`config.mk`:
```
export PLATFORM = sky130hd
export DESIGN_NAME = name_issue_queue
export DESIGN_NICKNAME = d
export VERILOG_FILES = /design/src/rtl/name_issue_queue.sv
export SDC_FILE = /design/constraint.sdc
export NUM_CORES = 2
export LEC_CHECK = 0
export BUFFER_PORTS_ARGS = -buffer_cell sky130_fd_sc_hd__buf_4
export CAP_MARGIN = 20
export CORE_UTILIZATION = 23
export CTS_CLUSTER_DIAMETER = 80
export CTS_CLUSTER_SIZE = 30
export DETAILED_ROUTE_END_ITERATION = 10
export SLEW_MARGIN = 30
export SYNTH_ARGS = -nofsm -noshare
export SYNTH_HDL_FRONTEND = slang
export SYNTH_SLANG_ARGS = --single-unit
```
`constraint.sdc`:
```
create_clock -name clk -period 21.1 [get_ports clk]
set_input_delay 1.055 -clock clk [delete_from_list [all_inputs] [get_ports clk]]
set_output_delay 1.055 -clock clk [all_outputs]
set_load 0.03 [all_outputs]
```
`src/rtl/name_issue_queue.sv`:
```
`default_nettype none
// ============================================================================
// Module   : name_issue_queue
// Summary  : Buffers up to DEPTH NDN names and issues them over valid/ready
//            into the FIB lookup pipeline, with an optional replay loop.
// Revision : 1.0  initial release
// ============================================================================
module name_issue_queue #(
  parameter int WORD_SIZE       = 32,
  parameter int MAX_NAME_LENGTH = 8,
  parameter int LEN_SIZE        = 4,
  parameter int DEPTH           = 8,
  parameter int POINTER_SIZE    = 3,
  parameter int COUNT_SIZE      = 16
) (
  input  logic                                 clk,
  input  logic                                 reset,
  input  logic                                 wr_en,
  input  logic [MAX_NAME_LENGTH*WORD_SIZE-1:0] wr_name,
  input  logic [LEN_SIZE-1:0]                  wr_len,
  output logic                                 wr_full,
  input  logic                                 start,
  input  logic                                 stop,
  input  logic                                 mode_replay,
  output logic [MAX_NAME_LENGTH*WORD_SIZE-1:0] name_out,
  output logic [LEN_SIZE-1:0]                  name_len_out,
  output logic                                 name_valid,
  input  logic                                 name_ready,
  output logic [COUNT_SIZE-1:0]                issued_count,
  output logic                                 empty,
  output logic                                 busy,
  output logic                                 wr_err
);

  localparam int                      c_NAME_W    = MAX_NAME_LENGTH * WORD_SIZE;
  localparam logic [POINTER_SIZE:0]   c_DEPTH     = (POINTER_SIZE+1)'(DEPTH);
  localparam logic [POINTER_SIZE:0]   c_OCC_ONE   = (POINTER_SIZE+1)'(1);
  localparam logic [POINTER_SIZE-1:0] c_PTR_ONE   = POINTER_SIZE'(1);
  localparam logic [LEN_SIZE-1:0]     c_MAX_LEN   = LEN_SIZE'(MAX_NAME_LENGTH);
  localparam logic [COUNT_SIZE-1:0]   c_COUNT_ONE = COUNT_SIZE'(1);
  localparam logic [COUNT_SIZE-1:0]   c_COUNT_MAX = '1;

  typedef enum logic [0:0] {
    S_IDLE = 1'b0,
    S_RUN  = 1'b1
  } state_t;

  state_t                  r_state;
  state_t                  w_state_next;

  logic [c_NAME_W-1:0]     r_mem     [DEPTH];
  logic [LEN_SIZE-1:0]     r_mem_len [DEPTH];
  logic [POINTER_SIZE-1:0] r_head;
  logic [POINTER_SIZE-1:0] r_tail;
  logic [POINTER_SIZE-1:0] r_offset;
  logic [POINTER_SIZE:0]   r_occ;
  logic                    r_replay;
  logic                    r_stop_seen;
  logic                    r_valid;
  logic                    r_err;
  logic [c_NAME_W-1:0]     r_name_out;
  logic [LEN_SIZE-1:0]     r_len_out;
  logic [COUNT_SIZE-1:0]   r_count;

  logic [c_NAME_W-1:0]     w_wr_masked;
  logic                    w_run;
  logic                    w_full;
  logic                    w_len_ok;
  logic                    w_wr_ok;
  logic                    w_xfer;
  logic                    w_slot_free;
  logic                    w_stop_now;
  logic                    w_load;
  logic                    w_pop;
  logic                    w_start_ok;
  logic                    w_offset_wrap;
  logic [POINTER_SIZE-1:0] w_src_idx;

  // Unused words are zeroed on the way in so the output path needs no masking.
  for (genvar gi = 0; gi < MAX_NAME_LENGTH; gi++) begin : g_mask
    localparam logic [LEN_SIZE-1:0] c_IDX = LEN_SIZE'(gi);
    assign w_wr_masked[gi*WORD_SIZE +: WORD_SIZE] =
      (wr_len > c_IDX) ? wr_name[gi*WORD_SIZE +: WORD_SIZE] : '0;
  end

  assign w_run         = (r_state == S_RUN);
  assign w_full        = (r_occ == c_DEPTH);
  assign w_len_ok      = (wr_len != '0) && (wr_len <= c_MAX_LEN);
  assign w_wr_ok       = wr_en && !w_full && w_len_ok && !(w_run && r_replay);
  assign w_xfer        = r_valid && name_ready;
  assign w_slot_free   = !r_valid || w_xfer;
  assign w_stop_now    = stop || r_stop_seen;
  assign w_load        = w_run && w_slot_free && !w_stop_now && (r_occ != '0);
  assign w_pop         = w_load && !r_replay;
  assign w_start_ok    = !w_run && start && !stop && (r_occ != '0);
  assign w_src_idx     = r_replay ? (r_head + r_offset) : r_head;
  assign w_offset_wrap = ({1'b0, r_offset} == (r_occ - c_OCC_ONE));

  always_ff @(posedge clk) begin
    if (reset) begin
      r_state <= S_IDLE;
    end else begin
      r_state <= w_state_next;
    end
  end

  // A pending offer always completes before the run ends; a non-replay run
  // also ends once drained, unless a write is landing this very cycle.
  always_comb begin
    w_state_next = r_state;
    case (r_state)
      S_IDLE: begin
        if (w_start_ok) begin
          w_state_next = S_RUN;
        end
      end
      S_RUN: begin
        if (w_slot_free &&
            (w_stop_now || (!r_replay && (r_occ == '0) && !w_wr_ok))) begin
          w_state_next = S_IDLE;
        end
      end
      default: w_state_next = S_IDLE;
    endcase
  end

  always_ff @(posedge clk) begin
    if (w_wr_ok) begin
      r_mem[r_tail]     <= w_wr_masked;
      r_mem_len[r_tail] <= wr_len;
    end
  end

  always_ff @(posedge clk) begin
    if (reset) begin
      r_head      <= '0;
      r_tail      <= '0;
      r_offset    <= '0;
      r_occ       <= '0;
      r_replay    <= 1'b0;
      r_stop_seen <= 1'b0;
      r_valid     <= 1'b0;
      r_err       <= 1'b0;
      r_name_out  <= '0;
      r_len_out   <= '0;
      r_count     <= '0;
    end else begin
      if (wr_en && !w_wr_ok) begin
        r_err <= 1'b1;
      end
      if (w_wr_ok) begin
        r_tail <= r_tail + c_PTR_ONE;
      end
      if (w_pop) begin
        r_head <= r_head + c_PTR_ONE;
      end
      case ({w_wr_ok, w_pop})
        2'b10:   r_occ <= r_occ + c_OCC_ONE;
        2'b01:   r_occ <= r_occ - c_OCC_ONE;
        default: r_occ <= r_occ;
      endcase

      if (w_start_ok) begin
        r_replay <= mode_replay;
        r_offset <= '0;
      end else if (w_load && r_replay) begin
        r_offset <= w_offset_wrap ? '0 : (r_offset + c_PTR_ONE);
      end

      r_stop_seen <= w_run && w_stop_now && (w_state_next == S_RUN);

      if (w_load) begin
        r_valid    <= 1'b1;
        r_name_out <= r_mem[w_src_idx];
        r_len_out  <= r_mem_len[w_src_idx];
      end else if (w_xfer) begin
        r_valid    <= 1'b0;
      end

      if (w_xfer && (r_count != c_COUNT_MAX)) begin
        r_count <= r_count + c_COUNT_ONE;
      end
    end
  end

  assign wr_full      = w_full;
  assign empty        = (r_occ == '0);
  assign busy         = w_run;
  assign wr_err       = r_err;
  assign name_valid   = r_valid;
  assign name_out     = r_name_out;
  assign name_len_out = r_len_out;
  assign issued_count = r_count;

endmodule
`default_nettype wire

```
==> metrics.md <==
| Metric | Value |
|---|---|
| Share of power burned in the clock network | 33.5% |
| Number of CTS-inserted buffers | 117 |
| Share of cells above drive strength 1 | 27.4% |
| RSZ-0062 raised after global routing | false |
| Effective utilization at floorplan | a little under a quarter |
| Yosys warning count | 0 |
| Highest net fanout along the worst path | 88 |
| Syn_nets | 4,641 |
| Count of buffers inserted at the top-level ports | 547 |
| Die outline width | 620 µm |
| Flops & latches, synth | 2,374 |
| Top cell by count, worst path | buf_4 |
| Final setup violation count | 0 |
| Sequential element share of the synthesized area | 77.9% |
| Met2 layer usage reported by global route | 18.8% |
| Cell type with the largest total area after synthesis | edfxtp_1 |
| Pre-antenna DRT Iters | 5 |
| DRT antenna net count | 0 |
| Via count of the first global-routing pass | 43.9k |
| Startpoint class of the critical path | flop |
| Power density over the cells | a little over 80 nW/µm² |
| Area delta synth->final | 16.7% |
| Boundary pin count | ~550 |
| Pleak | 34.0 nW |
| Cell with the largest stage delay on the worst path | buf_4 |
| Placed inst area | 98,200 µm² |
| Post-CTS sizing | 0 |
| Global-route layer with the greatest usage | met2 |
| Arrival time of the worst setup path | 6.83 ns |
| Synth Area per Inst | 20.1 µm² |
| Number of max-slew violations in the final report | 0 |
| Total Routing Usage GR | 11.0% |
| Clock transition at the register clock pins on the worst setup and hold paths after CTS | 0.12 ns |
| Share of flip-flops with an asynchronous set or reset | 0% |
| Final Critical Period | just over 6 ns |
| Detailed-placement wirelength estimate | 130,000 µm |
| Top cells by area in the synthesized netlist | edfxtp_1 (71%), mux4_2 (13%), dfxtp_1 (6.7%), nand2_1 (2.3%), a22oi_1 (2.2%) |
| Headroom to the max-slew limit | 31.6% |
| Post-CTS setup-driven buffer insertion count | 0 |
| Class of the tightest hold or removal check | input pin to flop |
| M1 GR Usage | 13.9% |
| Global-route wire length before repair | 312,000 µm |
| Via count | 42.6k |
| Count of hold buffers inserted by post-cts repair | 0 |
| Master cell of the clock root buffer | clkbuf_16 |
| Max Clock Skew | about 0.057 ns |
| Distinct cell type count of the synthesized netlist | between 50 and 60 |
| Vias per inst | 4.25 |
| Vertical die dimension | 620 µm |
| Fraction of power consumed by sequential logic | a little over three fifths |
| Clock tree from TritonCTS | built |
| Wire length per cell | around 22 µm |
| Clock sink count | between 2k and 2.5k |
| Remaining global-route overflow | 0 |
| Post-synth top flop | edfxtp_1 |
| Post-route DRC violation count | 0 |
| Final sum of negative setup slack | 0 ns |
| CP max stage delay | between 0.7 and 0.8 ns |
| Weighted congestion at the end of routability-driven global placement | 0.747 |
| Summed instance area of the synthesized netlist | 87,800 µm² |
| Data required time of the critical path | 21.87 ns |
| Switching share of power | between 20 and 25% |
| Met3 track demand over resource in global routing | 1.96% |
| Area share of the largest cell type after synthesis | 71.2% |
| Worst vdd rail ir drop | between 0.06 and 0.07 mV |
| Power spent charging and discharging nets | 1.81 mW |
| Post-route cell area | 102,000 µm² |
| Standard cell core area | 379,000 µm² |
| Clk_lat worst skew | 0.88 ns |
| Actual slew at the worst max-slew pin | 1.03 ns |
| Number of fillers in the final layout | approximately 38k |
| Antenna violations before repair | 19 |
| Internal power | 6.44 mW |
| Sort of element at the end of the critical path | flop |
| Gate count after technology mapping | 4,365 |
| Type of the setup path with the least slack | flop to flop |
| Count of maximum capacitance violations | 0 |
| Row count | 226 |
| H-tree depth reported by CTS | 3 |
| Fin nets | 5,166 |
| Fin. Hold Viols | 0 |
| Clock tree buffer depth | 4 |
| Pin count of the biggest net entering global routing | 136 |
| Wire length after detailed routing | 219,000 µm |
| Run status | finished, final reports clean |
| Share of total power in combinational logic | 3.6% |
| Highest attainable clock frequency | 0.165 GHz |
| Violation count after the first detailed-route iteration | 3,668 |
| Post-synth EDFFs | about 2.1k |
| Full die area | 384,000 µm² |
| Final cycle utilization of the critical path | 28.7% |
| Critical-path cell list | ha_1 > mux2i_4 > buf_4 > buf_4 > buf_4 > buf_12 > buf_4 > mux4_2 > a22oi_1 > nand2_1 |
==> cell families after synthesis <==
| family | synth area share [%] |
|---|---|
| AND/OR/NAND/NOR | 4.70 |
| AO/OA/AOI/OAI | 2.54 |
| flip-flops | 77.9 |
| multiplexers | 13.4 |
| XOR/XNOR | 0.239 |
| buffers and inverters | 1.16 |
| adder cells (fa/ha/maj) | 0.137 |
==> metal layers <==
| metal | vias up | wire length [µm] |
|---|---|---|
| li1 | 18400 | - |
| met1 | 22800 | 90600 |
| met2 | 1138 | 109000 |
| met3 | 248 | 11600 |
| met4 | 12 | 7280 |
| met5 | - | 83 |
==> cell usage after synthesis (5+ instances only) <==
| library cell | number |
|---|---|
| a21oi_1 | 15 |
| a22oi_1 | 260 |
| and2_1 | 97 |
| buf_1 | 31 |
| buf_2 | 62 |
| buf_4 | 6 |
| clkbuf_1 | 134 |
| dfxtp_1 | 294 |
| edfxtp_1 | 2080 |
| ha_1 | 8 |
| inv_1 | 8 |
| mux2i_1 | 5 |
| mux4_2 | 519 |
| nand2_1 | 540 |
| nand2b_1 | 5 |
| nand3_1 | 8 |
| nor2_1 | 39 |
| nor2b_1 | 163 |
| nor3_1 | 8 |
| nor4_1 | 6 |
| o21ai_0 | 6 |
| xnor2_1 | 8 |
| xor2_1 | 16 |
==> layout make-up <==
type | instances | area (µm²) | share of cell area [%]
Tap cell | 5016 | 6280 | 6.13
Multi-Input combinational cell | 1748 | 18600 | 18.1
Clock inverter | 60 | 937 | 0.915
Clock buffer | 155 | 3190 | 3.11
Inverter | 9 | 33.8 | 0.0330
Timing Repair Buffer | 640 | 5020 | 4.90
Sequential cell | 2374 | 68300 | 66.7
Antenna cell | 28 | 70.1 | 0.0684
==> power by group through the flow <==
stage	clock network, mW	logic [mW]	registers (mW)
2_1_floorplan	0	0.152	5.33
3_3_place_gp	0	0.293	5.29
3_5_place_dp	0	0.304	5.30
4_1_cts	2.86	0.304	5.19
5_1_grt	2.99	0.321	5.20
6_report	2.77	0.297	5.19
==> flip-flops by register name (all words and copies together), names as in the netlist <==
| signal | flops |
|---|---|
| r_mem_len | 32 |
| r_mem | 2048 |
| r_tail | 3 |
| wr_err | 1 |
| name_out | 256 |
| r_occ | 4 |
| r_offset | 3 |
| name_len_out | 4 |
| r_stop_seen | 1 |
| r_head | 3 |
| busy | 1 |
| name_valid | 1 |
| issued_count | 16 |
| r_replay | 1 |
==> worst paths after layout <==
kind                                 to  slack [ns]  cells after the start                       start
max reg2reg  name_out[214]$_SDFFE_PP0N_       15.04                     10      r_head[0]$_SDFFE_PP0P_
min               r_replay$_SDFFE_PP0P_        0.42                      3                 mode_replay
max          name_out[214]$_SDFFE_PP0N_       15.04                     10      r_head[0]$_SDFFE_PP0P_
min reg2reg  name_out[164]$_SDFFE_PP0N_        0.44                      2  name_out[164]$_SDFFE_PP0N_
==> cells in the final DEF (no fill, tap or decap), types with 28 or more instances in the layout <==
cell	count
mux4_2	519
buf_4	621
clkbuf_16	121
clkbuf_1	30
nor2_1	31
a22oi_1	260
dfxtp_1	294
edfxtp_1	2080
and2_1	97
diode_2	28
nand2_1	540
nor2b_1	163
==> worst max-delay path: cells and delay by family (launching register included) <==
| family | cells | cell delay [ns] |
|---|---|---|
| multiplexers | 2 | 1.01 |
| adder cells (fa/ha/maj) | 1 | 0.35 |
| AND/OR/NAND/NOR | 1 | 0.08 |
| AO/OA/AOI/OAI | 1 | 0.21 |
| flip-flops | 1 | 0.53 |
| buffers and inverters | 5 | 3.47 |
==> metrics by stage <==
step	utilization, %	cells	hold slack (ns)	worst slack, ns	power (mW)
after floorplan	-	4365	0.485	0.560	5.48
after global placement	25.8	9782	0.427	14.01	5.59
after detailed placement	25.9	9785	0.430	13.88	5.60
after CTS	27.0	10000	0.324	14.42	8.35
after global routing	27.0	10000	0.360	14.37	8.51
final	27.0	10000	0.423	15.04	8.26
No activity file was read; power rests on OpenSTA's default activity.
